--- src/rtl/fetch_unit.sv ---
`timescale 1ns/1ps
// fetch_unit
//   Instruction-fetch front end. Issues word fetches ahead of decode into a
//   DEPTH-entry queue of {pc, instr}. A redirect flushes the queue, drops any
//   stale response and restarts fetch at the new target in the same cycle.
//   Optional feature macro: FETCH_JAL_PREDICT_EN. When it is defined, JALs
//   are followed at fetch time and the entry is marked with instr_pred_o.
module fetch_unit #(
  parameter logic [31:0] RESET_PC = 32'h0000_0000,
  parameter int unsigned DEPTH    = 4
) (
  input  logic        clk_i,
  input  logic        rstn_i,
  output logic        imem_req_o,
  output logic [31:0] imem_addr_o,
  input  logic        imem_ready_i,
  input  logic        imem_rvalid_i,
  input  logic [31:0] imem_rdata_i,
  input  logic        redirect_i,
  input  logic [31:0] redirect_pc_i,
  output logic        instr_valid_o,
  output logic [31:0] instr_o,
  output logic [31:0] instr_pc_o,
  output logic        instr_pred_o,
  input  logic        instr_ready_i
);

  localparam int unsigned PTR_W = (DEPTH > 1) ? $clog2(DEPTH) : 1;
  localparam int unsigned CNT_W = PTR_W + 1;
  // Occupancy is compared one bit wider than count so count + inflight never wraps.
  localparam logic [CNT_W:0] DEPTH_OCC = (CNT_W + 1)'(DEPTH);

  // Fetch-side state
  logic [31:0]      fetch_pc_reg, fetch_pc_next;
  logic             inflight_reg, inflight_next;
  logic [31:0]      inflight_pc_reg, inflight_pc_next;

  // Queue bookkeeping
  logic [PTR_W-1:0] wr_ptr_reg, wr_ptr_next;
  logic [PTR_W-1:0] rd_ptr_reg, rd_ptr_next;
  logic [CNT_W-1:0] count_reg, count_next;

  // Queue storage (no reset needed: count gates visibility)
  logic [31:0]      q_pc_reg    [DEPTH];
  logic [31:0]      q_instr_reg [DEPTH];

  // Combinational helpers
  logic [31:0]      redirect_addr;
  logic [31:0]      req_addr;
  logic [CNT_W:0]   occupancy;
  logic             req_raw;
  logic             accept;
  logic             push;
  logic             pop;
  logic             kill_active;
  logic             unused_redirect_bits;

  // Low address bits of the redirect target are discarded by design.
  assign unused_redirect_bits = ^redirect_pc_i[1:0];

  assign redirect_addr = {redirect_pc_i[31:2], 2'b00};
  // Zero-bubble redirect: the target is requested in the same cycle.
  assign req_addr      = redirect_i ? redirect_addr : fetch_pc_reg;
  // Entries already queued plus the one response that may still arrive.
  assign occupancy     = {1'b0, count_reg} + {{CNT_W{1'b0}}, inflight_reg};
  assign req_raw       = redirect_i | (occupancy < DEPTH_OCC);

  // Outputs are forced low while reset is asserted.
  assign imem_req_o    = rstn_i & req_raw;
  assign imem_addr_o   = rstn_i ? req_addr : 32'h0;

  assign accept        = imem_req_o & imem_ready_i;
  // A response is only taken if it belongs to a live, non-squashed request.
  assign push          = imem_rvalid_i & inflight_reg & ~kill_active & ~redirect_i;
  // A redirect overrides any consumption by decode this cycle.
  assign pop           = instr_valid_o & instr_ready_i & ~redirect_i;

  assign instr_valid_o = (count_reg != '0);
  assign instr_o       = instr_valid_o ? q_instr_reg[rd_ptr_reg] : 32'h0;
  assign instr_pc_o    = instr_valid_o ? q_pc_reg[rd_ptr_reg] : 32'h0;

`ifdef FETCH_JAL_PREDICT_EN
  logic        kill_reg, kill_next;
  logic        q_pred_reg [DEPTH];
  logic        is_jal;
  logic [31:0] jal_offset;
  logic [31:0] jal_target;

  assign kill_active = kill_reg;
  assign is_jal      = (imem_rdata_i[6:0] == 7'b1101111);
  // J-immediate, with imm[1] dropped so the target stays word aligned.
  assign jal_offset  = {{11{imem_rdata_i[31]}}, imem_rdata_i[31], imem_rdata_i[19:12],
                        imem_rdata_i[20], imem_rdata_i[30:22], 2'b00};
  assign jal_target  = inflight_pc_reg + jal_offset;

  // Squash the sequential fetch issued in the same cycle a JAL is queued.
  always_comb begin
    kill_next = 1'b0;
    if (!redirect_i && push && is_jal && accept) begin
      kill_next = 1'b1;
    end
  end

  // Kill flag lives for exactly the one cycle until the squashed response returns.
  always_ff @(posedge clk_i or negedge rstn_i) begin
    if (!rstn_i) begin
      kill_reg <= 1'b0;
    end else begin
      kill_reg <= kill_next;
    end
  end

  // Prediction bit travels alongside the queued entry.
  always_ff @(posedge clk_i) begin
    if (push) begin
      q_pred_reg[wr_ptr_reg] <= is_jal;
    end
  end

  assign instr_pred_o = instr_valid_o & q_pred_reg[rd_ptr_reg];
`else
  assign kill_active  = 1'b0;
  assign instr_pred_o = 1'b0;
`endif

  // Next fetch address: sequential after an accept, held otherwise, retargeted on redirect.
  always_comb begin
    fetch_pc_next = fetch_pc_reg;
    if (accept) begin
      fetch_pc_next = req_addr + 32'd4;
    end else if (redirect_i) begin
      fetch_pc_next = redirect_addr;
    end
`ifdef FETCH_JAL_PREDICT_EN
    // A queued JAL takes precedence over the sequential address.
    if (push && is_jal) begin
      fetch_pc_next = jal_target;
    end
`endif
  end

  // Track the single outstanding request and its address.
  always_comb begin
    inflight_next    = accept;
    inflight_pc_next = inflight_pc_reg;
    if (accept) begin
      inflight_pc_next = req_addr;
    end
  end

  // Queue pointers and occupancy; redirect empties the queue outright.
  always_comb begin
    wr_ptr_next = wr_ptr_reg;
    rd_ptr_next = rd_ptr_reg;
    count_next  = count_reg;
    if (redirect_i) begin
      wr_ptr_next = '0;
      rd_ptr_next = '0;
      count_next  = '0;
    end else begin
      if (push) begin
        wr_ptr_next = wr_ptr_reg + PTR_W'(1);
      end
      if (pop) begin
        rd_ptr_next = rd_ptr_reg + PTR_W'(1);
      end
      if (push && !pop) begin
        count_next = count_reg + CNT_W'(1);
      end else if (!push && pop) begin
        count_next = count_reg - CNT_W'(1);
      end
    end
  end

  // Control state register with asynchronous reset.
  always_ff @(posedge clk_i or negedge rstn_i) begin
    if (!rstn_i) begin
      fetch_pc_reg    <= {RESET_PC[31:2], 2'b00};
      inflight_reg    <= 1'b0;
      inflight_pc_reg <= 32'h0;
      wr_ptr_reg      <= '0;
      rd_ptr_reg      <= '0;
      count_reg       <= '0;
    end else begin
      fetch_pc_reg    <= fetch_pc_next;
      inflight_reg    <= inflight_next;
      inflight_pc_reg <= inflight_pc_next;
      wr_ptr_reg      <= wr_ptr_next;
      rd_ptr_reg      <= rd_ptr_next;
      count_reg       <= count_next;
    end
  end

  // Queue data write at the tail; the head is read combinationally.
  always_ff @(posedge clk_i) begin
    if (push) begin
      q_pc_reg[wr_ptr_reg]    <= inflight_pc_reg;
      q_instr_reg[wr_ptr_reg] <= imem_rdata_i;
    end
  end

endmodule
--- config.mk ---
export PLATFORM = sky130hd
export DESIGN_NAME = fetch_unit
export DESIGN_NICKNAME = d
export VERILOG_FILES = /design/src/rtl/fetch_unit.sv
export SDC_FILE = /design/constraint.sdc
export NUM_CORES = 1
export LEC_CHECK = 0
export ABC_AREA = 1
export BUFFER_PORTS_ARGS = -buffer_cell sky130_fd_sc_hd__buf_2
export CAP_MARGIN = 20
export CORE_MARGIN = 5
export CORE_UTILIZATION = 39
export CTS_BUF_LIST = sky130_fd_sc_hd__clkbuf_8
export CTS_CLUSTER_DIAMETER = 80
export DETAILED_ROUTE_END_ITERATION = 8
export PLACE_DENSITY = 0.64
export SETUP_SLACK_MARGIN = 0.15
export SLEW_MARGIN = 20
export SYNTH_ARGS = -nofsm -noshare
export SYNTH_HDL_FRONTEND = slang
export SYNTH_SLANG_ARGS = --single-unit
--- constraint.sdc ---
create_clock -name clk_i -period 10.22 [get_ports clk_i]
set_input_delay 1.022 -clock clk_i [delete_from_list [all_inputs] [get_ports clk_i]]
set_output_delay 1.022 -clock clk_i [all_outputs]
set_load 0.005 [all_outputs]
==> reports/qor.yml <==
die_area_sq_um: 39700
synth.distinct_cells: 36
rows: 69
slowest_stage: "clkinv_2"
grt_pass1_wl_um: 51400
period_share_pct: 42.5
wl_per_cell_um: 16.6
postCtsHoldBufs: 0
yosys.area.top_type_share_pct: 55.0
postSynth.asyncResetShare_pct: 22.0
fin_skew_ps: 15.6
core-area_sq_um: 35500
maxSlewViolCount: 0
start_util_pct: 39.4
drtIter0Drc: 370
wl_um: 33000
dr.pass1.iters: 4
tns_ps: 0
rsz0062_at_grt: "no"
endpoint_kind: "primary output"
synthTopCellsByArea: "edfxtp_1, dfrtp_1, nor2_1"
hold_viol: 0
syn_avg_cell_area_sq_um: 10.6
regToRegSetupSlack_ps: 7500
dp.final_hpwl_um: 19300
path_class: "flip-flop to primary output"
path_max_fanout: 68
numClockSinks: 328
synth-warning-count: 0
ys_seq_area_share_pct: 67.9
min_path_type: "primary input to asynchronous set/reset pin"
yosysMostFrequentCell: "nor2_1"
vias_per_cell: 4.83
worstPathRequired_ps: 9200
clockBufferDepth: 3
antenna_left: 0
numCtsBuffers: 54
cts_max_level: 2
pin_count: 169
p_leak_nw: 6.51
drive_above_1_share_pct: 21.6
reg2reg_depth: 5
grt_pass1_vias: 9310
diodes: 0
grt_max_degree: 91
synth_area_sq_um: 14000
drv_cap: 0
syn_nets: 1390
layout_min_cycle_time_ps: 4350
antenna_found_initial: 1
netlist_top_cells_count: "nor2_1, edfxtp_1, o21ai_0, nand2_1, dfrtp_1"
cp.arrival_ps: 3320
path_clk_slew_ps: 60
syn_inst: 1314
synth_enable_flop_cells: 256
gr-total-overflow: 0
cts_tree: "done"
root_buffer: "clkbuf_8"
track_usage_pct: 16.4
nNetsFinal: 1552
vdd_drop_max_mv: 0.103
power_density_nw_per_um2: 214
ys_ff_latch: 328
start_kind: "flip-flop"
reg2reg_to: "rd_ptr_reg[1]"
final_util_pct: 45.9
layout-area-overhead-vs-synth_pct: 16.5
fmax_mhz: 230
dieHeight_um: 199
post_cts_buffers: 0
die_w_um: 199
ys.flop_type: "edfxtp_1"
clock_latency_ps: 590
cpPeakStageDelay_ps: 750
rr_startpoint: "rd_ptr_reg[0]"
portBuffers: 165
fillers: 3287
status: "complete, no violations"
routabilityCongestion: 0.829
cts_resized: 0
tightest_slew_ps: 1010
crit_chain: "clkinv_2, buf_4, o21ai_0, a21oi_1, buf_2"
drc: 0
vias: 9585
relSlewSlack_pct: 32.8
synth_area_leader_cell: "edfxtp_1"
setup_violations: 0
-- kinds of logic (layout without fill, tap and decap cells) --
family | after synthesis | count (layout) | synth area share, %
buffers and inverters | 151 | 359 | 4.64
XOR/XNOR | 11 | 11 | 0.689
AND/OR/NAND/NOR | 569 | 569 | 17.2
other | 1 | 1 | 0.0268
AO/OA/AOI/OAI | 248 | 248 | 8.97
adder cells (fa/ha/maj) | 6 | 6 | 0.591
flip-flops | 328 | 328 | 67.9
-- final cells by class --
class / instances / area [sq um] / area share [%]
Clock buffer: 62 / 853 / 5.24
Clock inverter: 40 / 244 / 1.50
Inverter: 81 / 310 / 1.90
Multi-Input combinational cell: 835 / 3880 / 23.8
Sequential cell: 328 / 9490 / 58.3
Tap cell: 461 / 577 / 3.54
Timing Repair Buffer: 176 / 931 / 5.71
-- layer usage --
layer	track usage [%]	vias up	wire length, um	share of wire (%)
li1	-	4760	-	-
met1	22.5	4499	14800	45
met3	3.96	62	2360	7.1
met5	0	-	20	0.061
met2	26.2	262	15200	46
met4	4.70	2	619	1.9
-- critical path, delay by kind of cell, from the launching register on --
kind,cells,cell delay (ps)
buf+inv,3,1540
flops,1,740
compound gates,2,390
-- per-stage QoR --
stage | hold WS, ps | std cells | setup WS, ps | total power, W | area [sq um]
after CTS | 266 | 1982 | 5750 | 0.00355 | 16300
after detailed placement | 497 | 1880 | 5900 | 0.00240 | 15200
after global placement | 496 | 1880 | 5930 | 0.00239 | 15200
after global routing | 280 | 1983 | 5530 | 0.00370 | 16300
final | 301 | 1983 | 5870 | 0.00349 | 16300
after floorplan | 444 | 1314 | 5340 | 0.00205 | 14000
-- cell usage in the layout, fill, tap and decap left out, types with 13 or more instances in the layout --
| cell | count |
|---|---|
| nor2_1 | 313 |
| edfxtp_1 | 256 |
| o21ai_0 | 168 |
| buf_2 | 164 |
| nand2_1 | 157 |
| inv_1 | 77 |
| dfrtp_1 | 70 |
| a21oi_1 | 67 |
| clkbuf_8 | 62 |
| nand3_1 | 29 |
| nand2_2 | 26 |
| clkinv_2 | 17 |
| nand4_1 | 15 |
| clkinv_1 | 13 |
-- worst max-delay path by stage --
stage | start | end | slack, ps
2_1_floorplan | redirect_i | q_instr_reg[0][0] | 5340
3_3_place_gp | rstn_i | imem_req_o | 5930
3_5_place_dp | rstn_i | imem_req_o | 5900
4_1_cts | rd_ptr_reg[0] | instr_pc_o[17] | 5750
5_1_grt | rd_ptr_reg[0] | instr_pc_o[14] | 5530
6_report | rd_ptr_reg[0] | instr_pc_o[13] | 5870
-- where the power goes --
group	total, W	internal, W	switching, W
Clock	0.00114	0.000612	0.000524
Sequential	0.00162	0.00154	0.0000771
Combinational	0.000738	0.000253	0.000485
Total	0.00349	0.00241	0.00109
Note: power is estimated with default switching activity, not from simulation.
